**src/rtl/imm_gen_pipe.sv**
```systemverilog
// rtl/imm_gen_pipe.sv - pipelined RV immediate generator with a 2-entry head/skid output buffer
// Optional PC adder (in_pc/out_target) enabled by defining IMM_GEN_PCADD_EN.
module imm_gen_pipe #(
  parameter int XLEN = 32
) (
  input  logic            clock,
  input  logic            reset,
  input  logic            in_valid,
  output logic            in_ready,
  input  logic [31:0]     in_instr,
`ifdef IMM_GEN_PCADD_EN
  input  logic [XLEN-1:0] in_pc,
  output logic [XLEN-1:0] out_target,
`endif
  output logic            out_valid,
  input  logic            out_ready,
  output logic [XLEN-1:0] out_imm,
  output logic [2:0]      out_fmt,
  output logic            out_illegal
);

  localparam logic [2:0] FMT_NONE = 3'd0, FMT_I = 3'd1, FMT_S = 3'd2, FMT_B = 3'd3,
                         FMT_U = 3'd4, FMT_J = 3'd5, FMT_R = 3'd6;

  localparam logic [6:0] OP_LOAD = 7'b0000011, OP_IMM = 7'b0010011, OP_JALR = 7'b1100111,
                         OP_SYSTEM = 7'b1110011, OP_IMM32 = 7'b0011011, OP_STORE = 7'b0100011,
                         OP_BRANCH = 7'b1100011, OP_LUI = 7'b0110111, OP_AUIPC = 7'b0010111,
                         OP_JAL = 7'b1101111, OP_OP = 7'b0110011, OP_OP32 = 7'b0111011;

  typedef struct packed {
    logic [XLEN-1:0] imm;
    logic [2:0]      fmt;
    logic            ill;
`ifdef IMM_GEN_PCADD_EN
    logic [XLEN-1:0] tgt;
`endif
  } entry_t;

  entry_t dec, head_q, head_d, skid_q, skid_d;
  logic   head_v_q, head_v_d, skid_v_q, skid_v_d;
  logic   accept, pop, is_shift;

  logic [XLEN-1:0] imm_i, imm_s, imm_b, imm_u, imm_j, imm_sh5, imm_sh6;

  assign imm_i   = {{(XLEN-12){in_instr[31]}}, in_instr[31:20]};
  assign imm_s   = {{(XLEN-12){in_instr[31]}}, in_instr[31:25], in_instr[11:7]};
  assign imm_b   = {{(XLEN-13){in_instr[31]}}, in_instr[31], in_instr[7], in_instr[30:25],
                    in_instr[11:8], 1'b0};
  assign imm_u   = {{(XLEN-31){in_instr[31]}}, in_instr[30:12], 12'b0};
  assign imm_j   = {{(XLEN-21){in_instr[31]}}, in_instr[31], in_instr[19:12], in_instr[20],
                    in_instr[30:21], 1'b0};
  assign imm_sh5 = {{(XLEN-5){1'b0}}, in_instr[24:20]};
  assign imm_sh6 = {{(XLEN-6){1'b0}}, in_instr[25:20]};
  // funct3 001/101 are the shift-immediate encodings
  assign is_shift = (in_instr[13:12] == 2'b01);

  always_comb begin
    dec = '0;
    case (in_instr[6:0])
      OP_LOAD, OP_JALR, OP_SYSTEM: begin dec.fmt = FMT_I; dec.imm = imm_i; end
      OP_IMM: begin
        dec.fmt = FMT_I;
        dec.imm = is_shift ? ((XLEN == 64) ? imm_sh6 : imm_sh5) : imm_i;
      end
      OP_IMM32: begin
        if (XLEN == 64) begin
          dec.fmt = FMT_I;
          dec.imm = is_shift ? imm_sh5 : imm_i;
        end else begin
          dec.ill = 1'b1;
        end
      end
      OP_STORE:        begin dec.fmt = FMT_S; dec.imm = imm_s; end
      OP_BRANCH:       begin dec.fmt = FMT_B; dec.imm = imm_b; end
      OP_LUI, OP_AUIPC: begin dec.fmt = FMT_U; dec.imm = imm_u; end
      OP_JAL:          begin dec.fmt = FMT_J; dec.imm = imm_j; end
      OP_OP:           dec.fmt = FMT_R;
      OP_OP32: begin
        if (XLEN == 64) dec.fmt = FMT_R;
        else            dec.ill = 1'b1;
      end
      default:         dec.ill = 1'b1;
    endcase
`ifdef IMM_GEN_PCADD_EN
    if (dec.fmt != FMT_NONE && dec.fmt != FMT_R) dec.tgt = in_pc + dec.imm;
`endif
  end

  assign accept = in_valid && in_ready;
  assign pop    = head_v_q && out_ready;

  // skid can only be full while in_ready is low, so pop+accept never meets a full skid
  always_comb begin
    head_d   = head_q;
    skid_d   = skid_q;
    head_v_d = head_v_q;
    skid_v_d = skid_v_q;
    if (pop) begin
      if (skid_v_q) begin
        head_d   = skid_q;
        skid_v_d = 1'b0;
      end else if (accept) begin
        head_d = dec;
      end else begin
        head_v_d = 1'b0;
      end
    end else if (accept) begin
      if (head_v_q) begin
        skid_d   = dec;
        skid_v_d = 1'b1;
      end else begin
        head_d   = dec;
        head_v_d = 1'b1;
      end
    end
  end

  always_ff @(posedge clock or posedge reset) begin
    if (reset) begin
      head_q   <= '0;
      skid_q   <= '0;
      head_v_q <= 1'b0;
      skid_v_q <= 1'b0;
    end else begin
      head_q   <= head_d;
      skid_q   <= skid_d;
      head_v_q <= head_v_d;
      skid_v_q <= skid_v_d;
    end
  end

  assign in_ready    = !skid_v_q;
  assign out_valid   = head_v_q;
  assign out_imm     = head_q.imm;
  assign out_fmt     = head_q.fmt;
  assign out_illegal = head_q.ill;
`ifdef IMM_GEN_PCADD_EN
  assign out_target  = head_q.tgt;
`endif

endmodule

```
**config.mk**
```make
export PLATFORM = sky130hd
export DESIGN_NAME = imm_gen_pipe
export DESIGN_NICKNAME = d
export VERILOG_FILES = /design/src/rtl/imm_gen_pipe.sv
export SDC_FILE = /design/constraint.sdc
export NUM_CORES = 1
export LEC_CHECK = 0
export BUFFER_PORTS_ARGS = -buffer_cell sky130_fd_sc_hd__buf_2
export CAP_MARGIN = 20
export CORE_MARGIN = 4
export CORE_UTILIZATION = 45
export CTS_BUF_LIST = sky130_fd_sc_hd__clkbuf_16
export CTS_CLUSTER_DIAMETER = 100
export DETAILED_ROUTE_END_ITERATION = 16
export PLACE_DENSITY = 0.72
export SYNTH_ARGS = -nofsm -noshare
export SYNTH_HDL_FRONTEND = slang
export SYNTH_SLANG_ARGS = --single-unit
```
**constraint.sdc**
```tcl
create_clock -name clock -period 3.18 [get_ports clock]
set_input_delay 0.477 -clock clock [delete_from_list [all_inputs] [get_ports clock]]
set_output_delay 0.477 -clock clock [all_outputs]
set_load 0.01 [all_outputs]
```
### Yosys cells after proc, flatten, opt, wreduce, memory -nomap -nowiden

Cells that the tools add are included.

| word-level totals | value |
|---|---|
| register bits | 74 |
| input bits | 36 |
| output and inout port bits | 38 |
| logic and storage cells | 53 |

| operators by class | value |
|---|---|
| equal/unequal tests | 14 |
| muxes and demuxes | 16 |
| bitwise operators | 1 |
| reductions and logical operators | 14 |

Operators with widths:

| operator | number |
|---|---|
| case mux 32 bit (6 select lines) | 1 |
| two-way mux 36 bit | 5 |
| two-way mux 32 bit | 1 |
| == test 7 bit, second input constant | 4 |
| == test 7 x 6 -> 1 bit, second input constant | 3 |
| case mux 3 bit (6 select lines) | 1 |
| == test 7 x 5 -> 1 bit, second input constant | 2 |
| OR reduction 10 bit | 1 |
| AND reduction 3 bit | 3 |
| two-way mux 1 bit | 8 |
| == test 7 x 2 -> 1 bit, second input constant | 1 |
| nonzero test 2 bit | 3 |
| inequality test 2 bit, second input constant | 2 |
| OR reduction 4 bit | 1 |
| OR reduction 3 bit | 1 |
| == test 2 x 1 -> 1 bit, second input constant | 1 |
| logical AND 1 bit | 2 |
| inequality test 2 x 1 -> 1 bit, second input constant | 1 |
| AND reduction 2 bit | 1 |
| OR reduction 2 bit | 1 |
| logical NOT 1 bit | 1 |
| inverter 1 bit | 1 |

### Depth between registers and ports, before layout

Gate-level depths: netlist of the first run.

| logic depth | value |
|---|---|
| depth after elaboration | 6 |
| mapped depth | 8 |

### Worst setup path after synthesis of the first run

Ideal clock, no wire load.

| timing | value |
|---|---|
| path kind | input-to-reg |
| start | input port in_instr[3] |
| end | register skid_q[31] (netlist name) |
| library setup time | 0.138 ns |
| arrival | 1.724 ns |
| required time | 3.042 ns |
| path slack | 1.318 ns |
| stages | 7 |
| buffers on the path | 2 |
| cells stage by stage | buf_2 > and3b_1 > a32oi_2 > nand3_2 > o21ai_2 > buf_2 > a31oi_1 |

| on the way | value |
|---|---|
| longest elaborated chain between the ends | 3 |
| elaborated cells between the ends (all ways) | 12 |
| classes of those cells | eq/ne (9); mux (1); reduce/logical (2) |

RTL lines:

| element | line | source |
|---|---|---|
| start: declaration | 10 | `input logic [31:0] in_instr,` |
| == test 7 x 2 -> 1 bit, or another cell as far along | 59 | `case (in_instr[6:0])` |
| OR reduction 3 bit / OR reduction 2 bit (equally long branches) | 59 |  |
| case mux 32 bit (6 select lines) (*) | 59 |  |
| end signal: assignment | 126 | `skid_q <= skid_d;` |
| end: declaration | 39 | `entry_t dec, head_q, head_d, skid_q, skid_d;` |

Every way passes the cells marked *; elsewhere a longest branch is shown, timed or not.
A chain may end at the register's enable or synchronous reset.

### Worst setup path in the final report of the first run

| timing | value |
|---|---|
| start | register head_v_q (netlist: out_valid) |
| end | register head_q (netlist bit out_fmt[0]) |

| on the way | value |
|---|---|
| longest elaborated chain between the ends | 3 |
| elaborated cells between the ends (all ways) | 5 |
| classes of those cells | eq/ne (1); mux (1); reduce/logical (3) |

RTL lines:

| element | line | source |
|---|---|---|
| start: declaration | 40 | `logic head_v_q, head_v_d, skid_v_q, skid_v_d;` |
| start signal: assignment | 127 | `head_v_q <= head_v_d;` |
| logical AND 1 bit | 90 | `assign pop = head_v_q && out_ready;` |
| inequality test 2 x 1 -> 1 bit (no line) / nonzero test 2 bit (equally long branches) | n/a |  |
| AND reduction 3 bit (no line) | n/a |  |
| end signal: assignment | 120 | `head_q <= '0;` |
| end signal: assignment | 125 | `head_q <= head_d;` |
| end: declaration | 39 |  |

Several ways; a longest one is shown, not always the timed one.

==> summary.md, run 1 <==
| Metric | Value |
|---|---|
| Relative area change from synthesis to final layout | 22.1% |
| Overall die area | 9230 um^2 |
| Seq. cell area | 1850 um^2 |
| Post-synthesis sequential area ratio | 53.1% |
| Aggregate routed wire length | 9090 um |
| Final-stage net count | 482 |
| Final design instance area without fill | 4260 um^2 |
| Worst path arrival time | 2.25 ns |
| Biggest fanout along the worst timing path | 20 |
| Via count of the first global-routing pass | 3072 |
| Most common flop cell mapped by yosys | sky130_fd_sc_hd__dfrtp_1 |
| Relative slew margins | 50.4% |
| Mapped Avg Cell Area | 9.11 um^2 |
| Clock Pin Slew Worst Setup and Hold Paths | 0.06 ns |
| Clk Latency, worst-skew pair | 0.33 ns |
| Max Clock Freq | 0.491 GHz |
| Total of endpoints with negative setup slack in the final report | 0 |
| Starting density of the core | 47.1% |
| Syn Inst Count | 383 |
| Num CTS Buffers | 9 |
| Cell Area, Synth | 3490 um^2 |
| Std-Cell Core Area | 7410 um^2 |
| Placed wire-length estimate | 6240 um |
| Number of DRC markers in iteration 0 | 210 |
| Crit path time final | 2.04 ns |
| Number of hold-slack violations in the final timing report | 0 |
| Die boundary width | 96.1 um |
| Number of buffers inserted by post-CTS setup repair | 0 |
| Number of top-level design ports | 74 |
| Number of fill cells | 681 |
| Wire length of the first global-routing pass | 14900 um |
| Die extent in y | 96.1 um |
| Overflow left after global routing | 0 |
| Remaining routing DRC violations | 0 |
| Share of the core filled with cells | 57.5% |
| # port buffers | 73 |
| Number of storage elements in the synthesis netlist | 74 |
| Aggregate negative setup slack | 0 ns |
| Length in cells of the worst reg-to-reg path | 4 |
| Pwr Density | 934 nW/um^2 |
| Clock root cell | sky130_fd_sc_hd__clkbuf_16 |
| Global routing usage summed across all routing layers | 20.9% |
| Result of the run | complete, no violations |
| Number of enable-type register cells in the synthesized netlist | 0 |
| Multi-input gate area in the final layout | 1490 um^2 |
| FF-to-FF Start | out_valid$_DFFE_PP0P_ |
| Antenna Nets Post-Route | 0 |
| Launch point of the critical path | out_valid$_DFFE_PP0P_ |
| Slew at the pin closest to its max-slew limit | 0.744 ns |
| YS warnings | 0 |
| Number of placement rows | 31 |
| Count of TritonRoute iterations in the first routing pass | 5 |
| Post-CTS resize count | 0 |
| Worst min-delay path category | in -> async |
| Via density | 5.74 |
| Deepest level of the CTS H-tree | 3 |
| Post-synthesis cell type count | 47 |
| Layout cell share with drive strength beyond 1 | 24.2% |
| Hold Worst Slack | 0.141 ns |
| Final weighted congestion in routability-driven placement | 0.816 |
| CTS tree | built |
| Post-synthesis async set-or-reset flop share | 100% |
| Via count | 3157 |
| Data required, critical path | 3.39 ns |
| Post-Route Skew | 0.00773 ns |
| Kind of end point of the critical path | flip-flop |
| Clock buffer depth | 2 |
| Period utilisation layout | 64.1% |
| Antenna violations before repair | 0 |
| Critical path class | reg -> reg |
| Max capacitance violation total | 0 |
| Max rail drop VDD | 453 uV |
| Sort of element at the start of the critical path | flip-flop |
| Number of pins with negative max-slew slack in the final report | 0 |
| Net count after synthesis | 419 |
| CTS Hold Buffers Added | 0 |
| Reported leakage power | 1.93 nW |
| Pin count of the biggest net entering global routing | 50 |
| Diodes inserted | 0 |
| Unrepaired setup endpoints after global routing | false |
| Clk sink count | 74 |
| Average wire per cell in the routed design | 16.5 um |
| Cell area reported after detailed placement | 3930 um^2 |
[logic make-up after synthesis]
logic type      after synthesis  share of synthesized area [%]
buf+inv                      38                           4.48
mux                           1                          0.323
simple gates                132                           17.6
flops                        74                           53.1
compound gates              137                           24.2
xor+xnor                      1                          0.251
[cell type report]
cell class	count	area share [%]
repair buffers	84	10.5
clock inverters	7	2.38
clock buffers	9	5.29
multi-input cells	271	34.9
inverters	6	0.529
flip-flops and latches	74	43.5
well taps	99	2.91
[metrics by stage]
step	power, mW	setup WS [ns]	std cells
after detailed placement	2.90	0.945	534
after floorplan	2.40	0.821	383
after global placement	2.85	1.03	534
after global routing	4.25	0.989	550
final	3.98	1.14	550
after CTS	4.01	1.12	550
[layout by cell type (no fill, tap or decap), types with 2 or more instances in the layout]
cell	instances
sky130_fd_sc_hd__a21oi_1	30
sky130_fd_sc_hd__a22oi_1	2
sky130_fd_sc_hd__a31oi_1	32
sky130_fd_sc_hd__and2_1	4
sky130_fd_sc_hd__and3_1	2
sky130_fd_sc_hd__and3b_1	2
sky130_fd_sc_hd__buf_2	73
sky130_fd_sc_hd__buf_4	11
sky130_fd_sc_hd__bufinv_16	2
sky130_fd_sc_hd__clkbuf_16	9
sky130_fd_sc_hd__dfrtp_1	74
sky130_fd_sc_hd__inv_1	5
sky130_fd_sc_hd__nand2_1	60
sky130_fd_sc_hd__nand3_1	4
sky130_fd_sc_hd__nor2_1	36
sky130_fd_sc_hd__nor3b_1	9
sky130_fd_sc_hd__nor4_1	3
sky130_fd_sc_hd__o211ai_1	12
sky130_fd_sc_hd__o21a_1	4
sky130_fd_sc_hd__o21ai_0	23
sky130_fd_sc_hd__o21ai_1	8
sky130_fd_sc_hd__o22ai_1	15
[metal layers]
metal / track usage, % / part of all wire, % / routed length, um
met2: 31.1 / 47 / 4240
met4: 7.94 / 1.5 / 132
met1: 30.3 / 46 / 4170
met3: 3.60 / 6.0 / 544
met5: 0 / 0 / 0
[registers in the layout, indices dropped and copies added (netlist names)]
name	cells
skid_q	36
out_illegal	1
skid_v_q	1
out_fmt	3
out_valid	1
out_imm	32
[cell usage after synthesis, types with 2 or more instances]
cell type                  number  area (um^2)
sky130_fd_sc_hd__dfrtp_1       74         1850
sky130_fd_sc_hd__nand2_1       60          225
sky130_fd_sc_hd__nor2_1        36          135
sky130_fd_sc_hd__a31oi_1       32          200
sky130_fd_sc_hd__a21oi_1       30          150
sky130_fd_sc_hd__o21ai_0       23          115
sky130_fd_sc_hd__clkbuf_1      22         82.6
sky130_fd_sc_hd__o22ai_1       16          100
sky130_fd_sc_hd__o211ai_1      12         90.1
sky130_fd_sc_hd__nor3b_1        9         67.6
sky130_fd_sc_hd__o21ai_1        8         40.0
sky130_fd_sc_hd__buf_2          7         35.0
sky130_fd_sc_hd__inv_1          6         22.5
sky130_fd_sc_hd__and2_1         4         25.0
sky130_fd_sc_hd__nand3_1        4         20.0
sky130_fd_sc_hd__o21a_1         4         30.0
sky130_fd_sc_hd__nor4_1         3         18.8
sky130_fd_sc_hd__a22oi_1        2         15.0
sky130_fd_sc_hd__and3_1         2         12.5
sky130_fd_sc_hd__and3b_1        2         17.5
[power breakdown]
group          switching (mW)  internal [mW]
clock network           0.401          0.694
registers               0.224           1.33
logic                   0.797          0.529
[worst max-delay path, cell delays in order, from the launching register on]
cell	delay, ns
sky130_fd_sc_hd__dfrtp_1	0.44
sky130_fd_sc_hd__and2_1	0.24
sky130_fd_sc_hd__o22a_1	0.50
sky130_fd_sc_hd__buf_4	0.36
sky130_fd_sc_hd__mux2_2	0.37
[worst paths after layout]
check,to,slack (ns)
min in group clock,skid_q[22]$_DFFE_PP0P_,0.39
max reg2reg,out_fmt[0]$_DFFE_PP0P_,1.14
max,out_fmt[0]$_DFFE_PP0P_,1.14
min reg2reg,skid_q[13]$_DFFE_PP0P_,0.47
min,out_imm[18]$_DFFE_PP0P_,0.14
max in group asynchronous,skid_q[27]$_DFFE_PP0P_,2.30
No activity file was read; power rests on OpenSTA's default activity.
==> run 2, diff against run 1 <==
clock period = 2 ns   (was 3.18 ns; I/O delays follow)
==> run 2 against run 1 <==
Net effect: critical path depth grew 1; sequential power grew 58%; first-iteration DRC count increased by 13%; non-clock buffer count increased by 5; largest cell class unchanged; largest power group unchanged.
==> summary.md, run 2 (synthesized netlist as in run 1, its figures left out) <==
| Metric | Value |
|---|---|
| Total of endpoints with negative setup slack in the final report | 0 (unchanged) |
| FF-to-FF Start | out_valid$_DFFE_PP0P_ |
| Number of hold-slack violations in the final timing report | 0 (unchanged) |
| FF-to-FF End | out_imm[29]$_DFFE_PP0P_ |
| Master of the slowest instance on the critical path | sky130_fd_sc_hd__o22a_1 |
| Remaining routing DRC violations | 0 (unchanged) |
| Worst min-delay path category | in -> async |
| Die boundary width | 96.1 um (unchanged) |
| Post-Route Skew | 0.00598 ns (-0.00175 ns) |
| Final-stage net count | 487 (+1.0%) |
| Average wire per cell in the routed design | 16.5 um (about the same) |
| Flip-flop count of the largest register after layout | 36 (unchanged) |
| Overflow left after global routing | 0 (unchanged) |
| Biggest fanout along the worst timing path | 13 (-35%) |
| Cell-by-cell trace of the critical path | and2_1, o22a_1, buf_4, o22ai_1, a31oi_1 |
| Global routing usage summed across all routing layers | 20.9% (about the same) |
| Wire length of the first global-routing pass | 14900 um (-0.14%) |
| Pwr Density | 1490 nW/um^2 (+59%) |
| Period utilisation layout | 87.8% (+24 points) |
| Number of buffers inserted by post-CTS setup repair | 0 (unchanged) |
| Via density | 5.73 (-0.12%) |
| Overall die area | 9230 um^2 (unchanged) |
| Total chip power | 6.49 mW (+63%) |
| Post-CTS resize count | 0 (unchanged) |
| CTS Hold Buffers Added | 0 (unchanged) |
| # port buffers | 73 (unchanged) |
| Aggregate routed wire length | 9170 um (+0.91%) |
| Pin count of the biggest net entering global routing | 75 (+50%) |
| Number of pins with negative max-slew slack in the final report | 0 (unchanged) |
| Min setup slack post-route | 0.245 ns (-0.897 ns) |
| Via count of the first global-routing pass | 3056 (-0.52%) |
| Pre-CTS WS | 0.0893 ns (-0.856 ns) |
| Count of TritonRoute iterations in the first routing pass | 4 (-1) |
| Diodes inserted | 0 (unchanged) |
| Number of fill cells | 660 (-3.1%) |
| Critical path class | reg -> reg |
| Leading cell types in the layout, fill and taps excluded | sky130_fd_sc_hd__dfrtp_1 (74), sky130_fd_sc_hd__buf_2 (73), sky130_fd_sc_hd__nand2_1 (60) |
| Clk Latency, worst-skew pair | 0.33 ns (about the same) |
| Max Clock Freq | 0.570 GHz (+16%) |
| Antenna violations before repair | 0 (unchanged) |
| Commonest non-fill, non-tap cell in the layout | sky130_fd_sc_hd__dfrtp_1 |
| Starting density of the core | 47.1% (unchanged) |
| Antenna Nets Post-Route | 0 (unchanged) |
| Relative area change from synthesis to final layout | 25.2% |
| Unrepaired setup endpoints after global routing | false |
| Die extent in y | 96.1 um (unchanged) |
| Clock Pin Slew Worst Setup and Hold Paths | 0.06 ns (about the same) |
| Placed wire-length estimate | 6150 um (-1.5%) |
| CTS tree | built |
| Layout cell share with drive strength beyond 1 | 24.8% (+0.61 points) |
| Number of top-level design ports | 74 (unchanged) |
| Reported leakage power | 1.98 nW (+2.5%) |
| Deepest level of the CTS H-tree | 3 (unchanged) |
| Num CTS Buffers | 9 (unchanged) |
| Clk sink count | 74 (unchanged) |
| Data required, critical path | 2.25 ns (-1.14 ns) |
| Clock buffer depth | 2 (unchanged) |
| Std-Cell Core Area | 7410 um^2 (unchanged) |
| Share of the core filled with cells | 59.0% (+1.5 points) |
| Final weighted congestion in routability-driven placement | 0.854 (+4.6%) |
| Result of the run | complete, no violations |
| Max rail drop VDD | 774 uV (+71%) |
| Clock root cell | sky130_fd_sc_hd__clkbuf_16 |
| Worst path arrival time | 2.00 ns (-0.25 ns) |
| Number of placement rows | 31 (unchanged) |
| Relative slew margins | 68.9% (+19 points) |
| Hold Worst Slack | 0.0719 ns (-0.0695 ns) |
| Slowest Stage Delay on Critical Path | 0.46 ns (-0.04 ns) |
| Setup slack, reg-to-reg | 0.24 ns (-0.90 ns) |
| Register bank with the most flops | skid_q |
| Aggregate negative setup slack | 0 ns (unchanged) |
| Slew at the pin closest to its max-slew limit | 0.466 ns (-0.278 ns) |
| Kind of end point of the critical path | flip-flop |
| Via count | 3182 (+0.79%) |
| Max capacitance violation total | 0 (unchanged) |
| Number of DRC markers in iteration 0 | 237 (+13%) |
| Crit path time final | 1.76 ns (-0.283 ns) |
| Sort of element at the start of the critical path | flip-flop |
| Length in cells of the worst reg-to-reg path | 5 (+1) |
run 2: stage by stage:
| step | instances | instance area, um^2 |
|---|---|---|
| finish | 555 | 4370 |
| global route | 555 | 4370 |
| CTS | 555 | 4370 |
| detailed placement | 539 | 4030 |
| global placement | 539 | 4030 |
| floorplan | 383 | 3490 |
run 2: area by class of cell:
class | instances | area [um^2] | area share (%)
inverters | 6 | 26.3 | 0.602
clock buffers | 9 | 225 | 5.16
repair buffers | 89 | 536 | 12.3
clock inverters | 7 | 118 | 2.69
well taps | 99 | 124 | 2.84
flip-flops and latches | 74 | 1850 | 42.4
multi-input cells | 271 | 1490 | 34.1
run 2: power breakdown:
part,switching (mW),internal [mW],total (mW)
Sequential,0.353,2.12,2.47
Clock,0.619,1.22,1.84
Combinational,1.28,0.903,2.18
run 2: worst max-delay path by stage:
stage | startpoint | endpoint | slack [ns] | cells after the start
CTS | out_valid$_DFFE_PP0P_ | out_imm[4]$_DFFE_PP0P_ | 0.23 | 5
detailed placement | in_instr[6] | skid_q[22]$_DFFE_PP0P_ | 0.09 | 6
finish | out_valid$_DFFE_PP0P_ | out_imm[29]$_DFFE_PP0P_ | 0.24 | 5
global route | out_valid$_DFFE_PP0P_ | out_imm[29]$_DFFE_PP0P_ | 0.1 | 5
global placement | in_instr[5] | skid_q[21]$_DFFE_PP0P_ | 0.15 | 6
floorplan | in_instr[3] | skid_q[31]$_DFFE_PP0P_ | 0.31 | 7
run 2: worst max-delay path: cells and delay by family, from the launching register on:
kind | cells | cell delay [ns]
and+or+nand+nor | 1 | 0.23
DFF | 1 | 0.43
buffers and inverters | 1 | 0.30
AOI/OAI and AO/OA | 3 | 0.72
run 2: metal layers:
metal	global-route usage (%)	share of wire, %
met5	0	0
met4	6.40	1.2
met3	4.53	5.5
met2	32.9	48
met1	28.9	45
==> run 3, diff against run 2 <==
CTS_CLUSTER_SIZE = 20   (was default)
PLACE_DENSITY = 0.74   (was 0.72)
clock period = 1.5 ns   (was 2 ns; I/O delays follow)
==> run 3 against run 2 <==
Net effect: core utilization rose by 2.0 points; register-to-register slack got worse by 0.20 ns; wire length rose by 2.8%; non-clock buffer count rose by 20; sequential power rose by 34%; design area rose by 3.4%; largest power group unchanged.
==> summary.md, run 3 (synthesized netlist as in run 1, its figures left out) <==
| Metric | Value |
|---|---|
| Result of the run | complete, no violations |
| Deepest level of the CTS H-tree | 3 (unchanged) |
| Via count of the first global-routing pass | 3141 (+2.8%) |
| Count of TritonRoute iterations in the first routing pass | 4 (unchanged) |
| Crit path time final | 1.45 ns (-0.305 ns) |
| Overflow left after global routing | 0 (unchanged) |
| Number of hold-slack violations in the final timing report | 0 (unchanged) |
| Clock root cell | sky130_fd_sc_hd__clkbuf_16 |
| Via count | 3272 (+2.8%) |
| Post-Route Skew | 0.00520 ns (-0.000779 ns) |
| Overall die area | 9230 um^2 (unchanged) |
| # port buffers | 73 (unchanged) |
| Slew at the pin closest to its max-slew limit | 0.460 ns (-0.00610 ns) |
| Reported leakage power | 2.05 nW (+3.4%) |
| Share of the core filled with cells | 61.0% (+2.0 points) |
| Antenna violations before repair | 0 (unchanged) |
| Worst path arrival time | 1.70 ns (-0.30 ns) |
| Period utilisation layout | 96.7% (+8.9 points) |
| Clk Latency, worst-skew pair | 0.33 ns (about the same) |
| Layout cell share with drive strength beyond 1 | 29.6% (+4.8 points) |
| Diodes inserted | 0 (unchanged) |
| Total of endpoints with negative setup slack in the final report | 0 (unchanged) |
| Pin count of the biggest net entering global routing | 50 (-33%) |
| Number of cells after detailed placement | 558 (+3.5%) |
| Remaining routing DRC violations | 0 (unchanged) |
| GRT met1 Usage | 30.3% (+1.4 points) |
| Number of DRC markers in iteration 0 | 152 (-36%) |
| Aggregate routed wire length | 9430 um (+2.8%) |
| Slowest Stage Delay on Critical Path | 0.44 ns (-0.02 ns) |
| Register bank with the most flops | skid_q |
| Total chip power | 8.23 mW (+27%) |
| Relative area change from synthesis to final layout | 29.5% |
| Fraction of met2 tracks used by global routing | 33.5% (+0.58 points) |
| Die boundary width | 96.1 um (unchanged) |
| Critical path class | reg -> reg |
| Unrepaired setup endpoints after global routing | true |
| Number of placement rows | 31 (unchanged) |
| Number of top-level design ports | 74 (unchanged) |
| CTS tree | built |
| Relative slew margins | 69.1% (+0.15 points) |
| Worst min-delay path category | in -> reg |
| Hold Worst Slack | 0.156 ns (+0.0841 ns) |
| Final weighted congestion in routability-driven placement | 0.953 (+12%) |
| Met3 track demand over resource | 3.91% (-0.63 points) |
| Busiest layer in global routing | met2 |
| Placed wire-length estimate | 6520 um (+6.0%) |
| Via density | 5.72 (-0.23%) |
| Master of the slowest instance on the critical path | sky130_fd_sc_hd__dfrtp_1 |
| Max capacitance violation total | 0 (unchanged) |
| Final-stage net count | 507 (+4.1%) |
| Max Clock Freq | 0.690 GHz (+21%) |
| Leading cell types in the layout, fill and taps excluded | sky130_fd_sc_hd__buf_2 (73), sky130_fd_sc_hd__dfrtp_1 (73), sky130_fd_sc_hd__nand2_1 (60) |
| Average wire per cell in the routed design | 16.5 um (-0.21%) |
| Die extent in y | 96.1 um (unchanged) |
| Multi-input gate area in the final layout | 1550 um^2 (+4.2%) |
| Flip-flop count of the largest register after layout | 36 (unchanged) |
| Clock Pin Slew Worst Setup and Hold Paths | 0.06 ns (about the same) |
| Kind of end point of the critical path | flip-flop |
| Cell-by-cell trace of the critical path | buf_4, o22ai_2, buf_4, a21oi_1, a21oi_1 |
| Starting density of the core | 47.1% (unchanged) |
| Number of fill cells | 644 (-2.4%) |
| Wire length of the first global-routing pass | 15400 um (+3.4%) |
| Data required, critical path | 1.75 ns (-0.50 ns) |
| Aggregate negative setup slack | 0 ns (unchanged) |
| Sort of element at the start of the critical path | flip-flop |
| Global routing usage summed across all routing layers | 21.6% (+0.72 points) |
| Non-filler instance count after layout | 572 (+3.1%) |
| Std-Cell Core Area | 7410 um^2 (unchanged) |
| Seq. cell area | 1850 um^2 (about the same) |
| Num CTS Buffers | 9 (unchanged) |
| Clk sink count | 74 (unchanged) |
| Number of buffers inserted by post-CTS setup repair | 0 (unchanged) |
| Number of pins with negative max-slew slack in the final report | 0 (unchanged) |
| Biggest fanout along the worst timing path | 10 (-3) |
| Antenna Nets Post-Route | 0 (unchanged) |
| Pwr Density | 1820 nW/um^2 (+23%) |
| Clock buffer depth | 2 (unchanged) |
| Max rail drop VDD | 642 uV (-17%) |
run 3: changes by cell type in the layout (fill, tap and decap cells not counted), moves of 2 or more:
cell                        before  now
sky130_fd_sc_hd__buf_12          4    6
sky130_fd_sc_hd__bufinv_16       3    0
sky130_fd_sc_hd__buf_4          12   28
sky130_fd_sc_hd__nor2_1         36   34
sky130_fd_sc_hd__clkinv_2        0    3
run 3: cell type report:
class | count | share of cell area (%)
clock buffer | 9 | 4.98
sequential | 74 | 41.0
inverter | 6 | 0.582
timing repair buffer | 109 | 15.9
clock inverter | 4 | 0.498
multi-input combinational | 271 | 34.3
tap | 99 | 2.74
run 3: path summary, 6_finish.rpt:
kind                                      endpoint                    from  cells past startpoint  slack, ns
max                        out_imm[10]$_DFFE_PP0P_    skid_v_q$_DFFE_PP0P_                      5       0.05
min                         skid_q[22]$_DFFE_PP0P_            in_instr[18]                      3       0.16
max reg2reg                out_imm[10]$_DFFE_PP0P_    skid_v_q$_DFFE_PP0P_                      5       0.05
min reg2reg                 skid_q[13]$_DFFE_PP0P_  skid_q[13]$_DFFE_PP0P_                      2       0.47
max in group asynchronous    out_valid$_DFFE_PP0P_                   reset                      4       0.63
min in group asynchronous   out_imm[3]$_DFFE_PP0P_                   reset                      4       0.51
run 3: worst max-delay path: cells and delay by family, from the launching register on:
kind	cells	cell delay [ns]
compound gates	3	0.52
flops	1	0.44
buf+inv	2	0.41
run 3: through the flow:
step	area [um^2]	worst slack, ns
global placement	4240	-0.186
CTS	4500	0.0462
finish	4520	0.0497
global route	4520	-0.0115
detailed placement	4240	-0.219
floorplan	3600	-0.0558
run 3: timing repair:
action                                  in CTS  in global routing
resized for setup                            1                  6
hold buffers                                 1                  0
endpoints found under the setup margin       4                 30
endpoints found under the hold margin       47                  0
pin swaps                                    0                  1
run 3: power by group:
| part | switching [mW] | internal [mW] |
|---|---|---|
| Sequential | 0.471 | 2.83 |
| Clock | 0.779 | 1.08 |
| Combinational | 1.74 | 1.33 |
run 3: routing by layer:
layer  wire length (um)  vias up
met5                  0        -
met4                195        0
met3                504       13
met2               4670      112
met1               4070     1599
li1                   -     1548
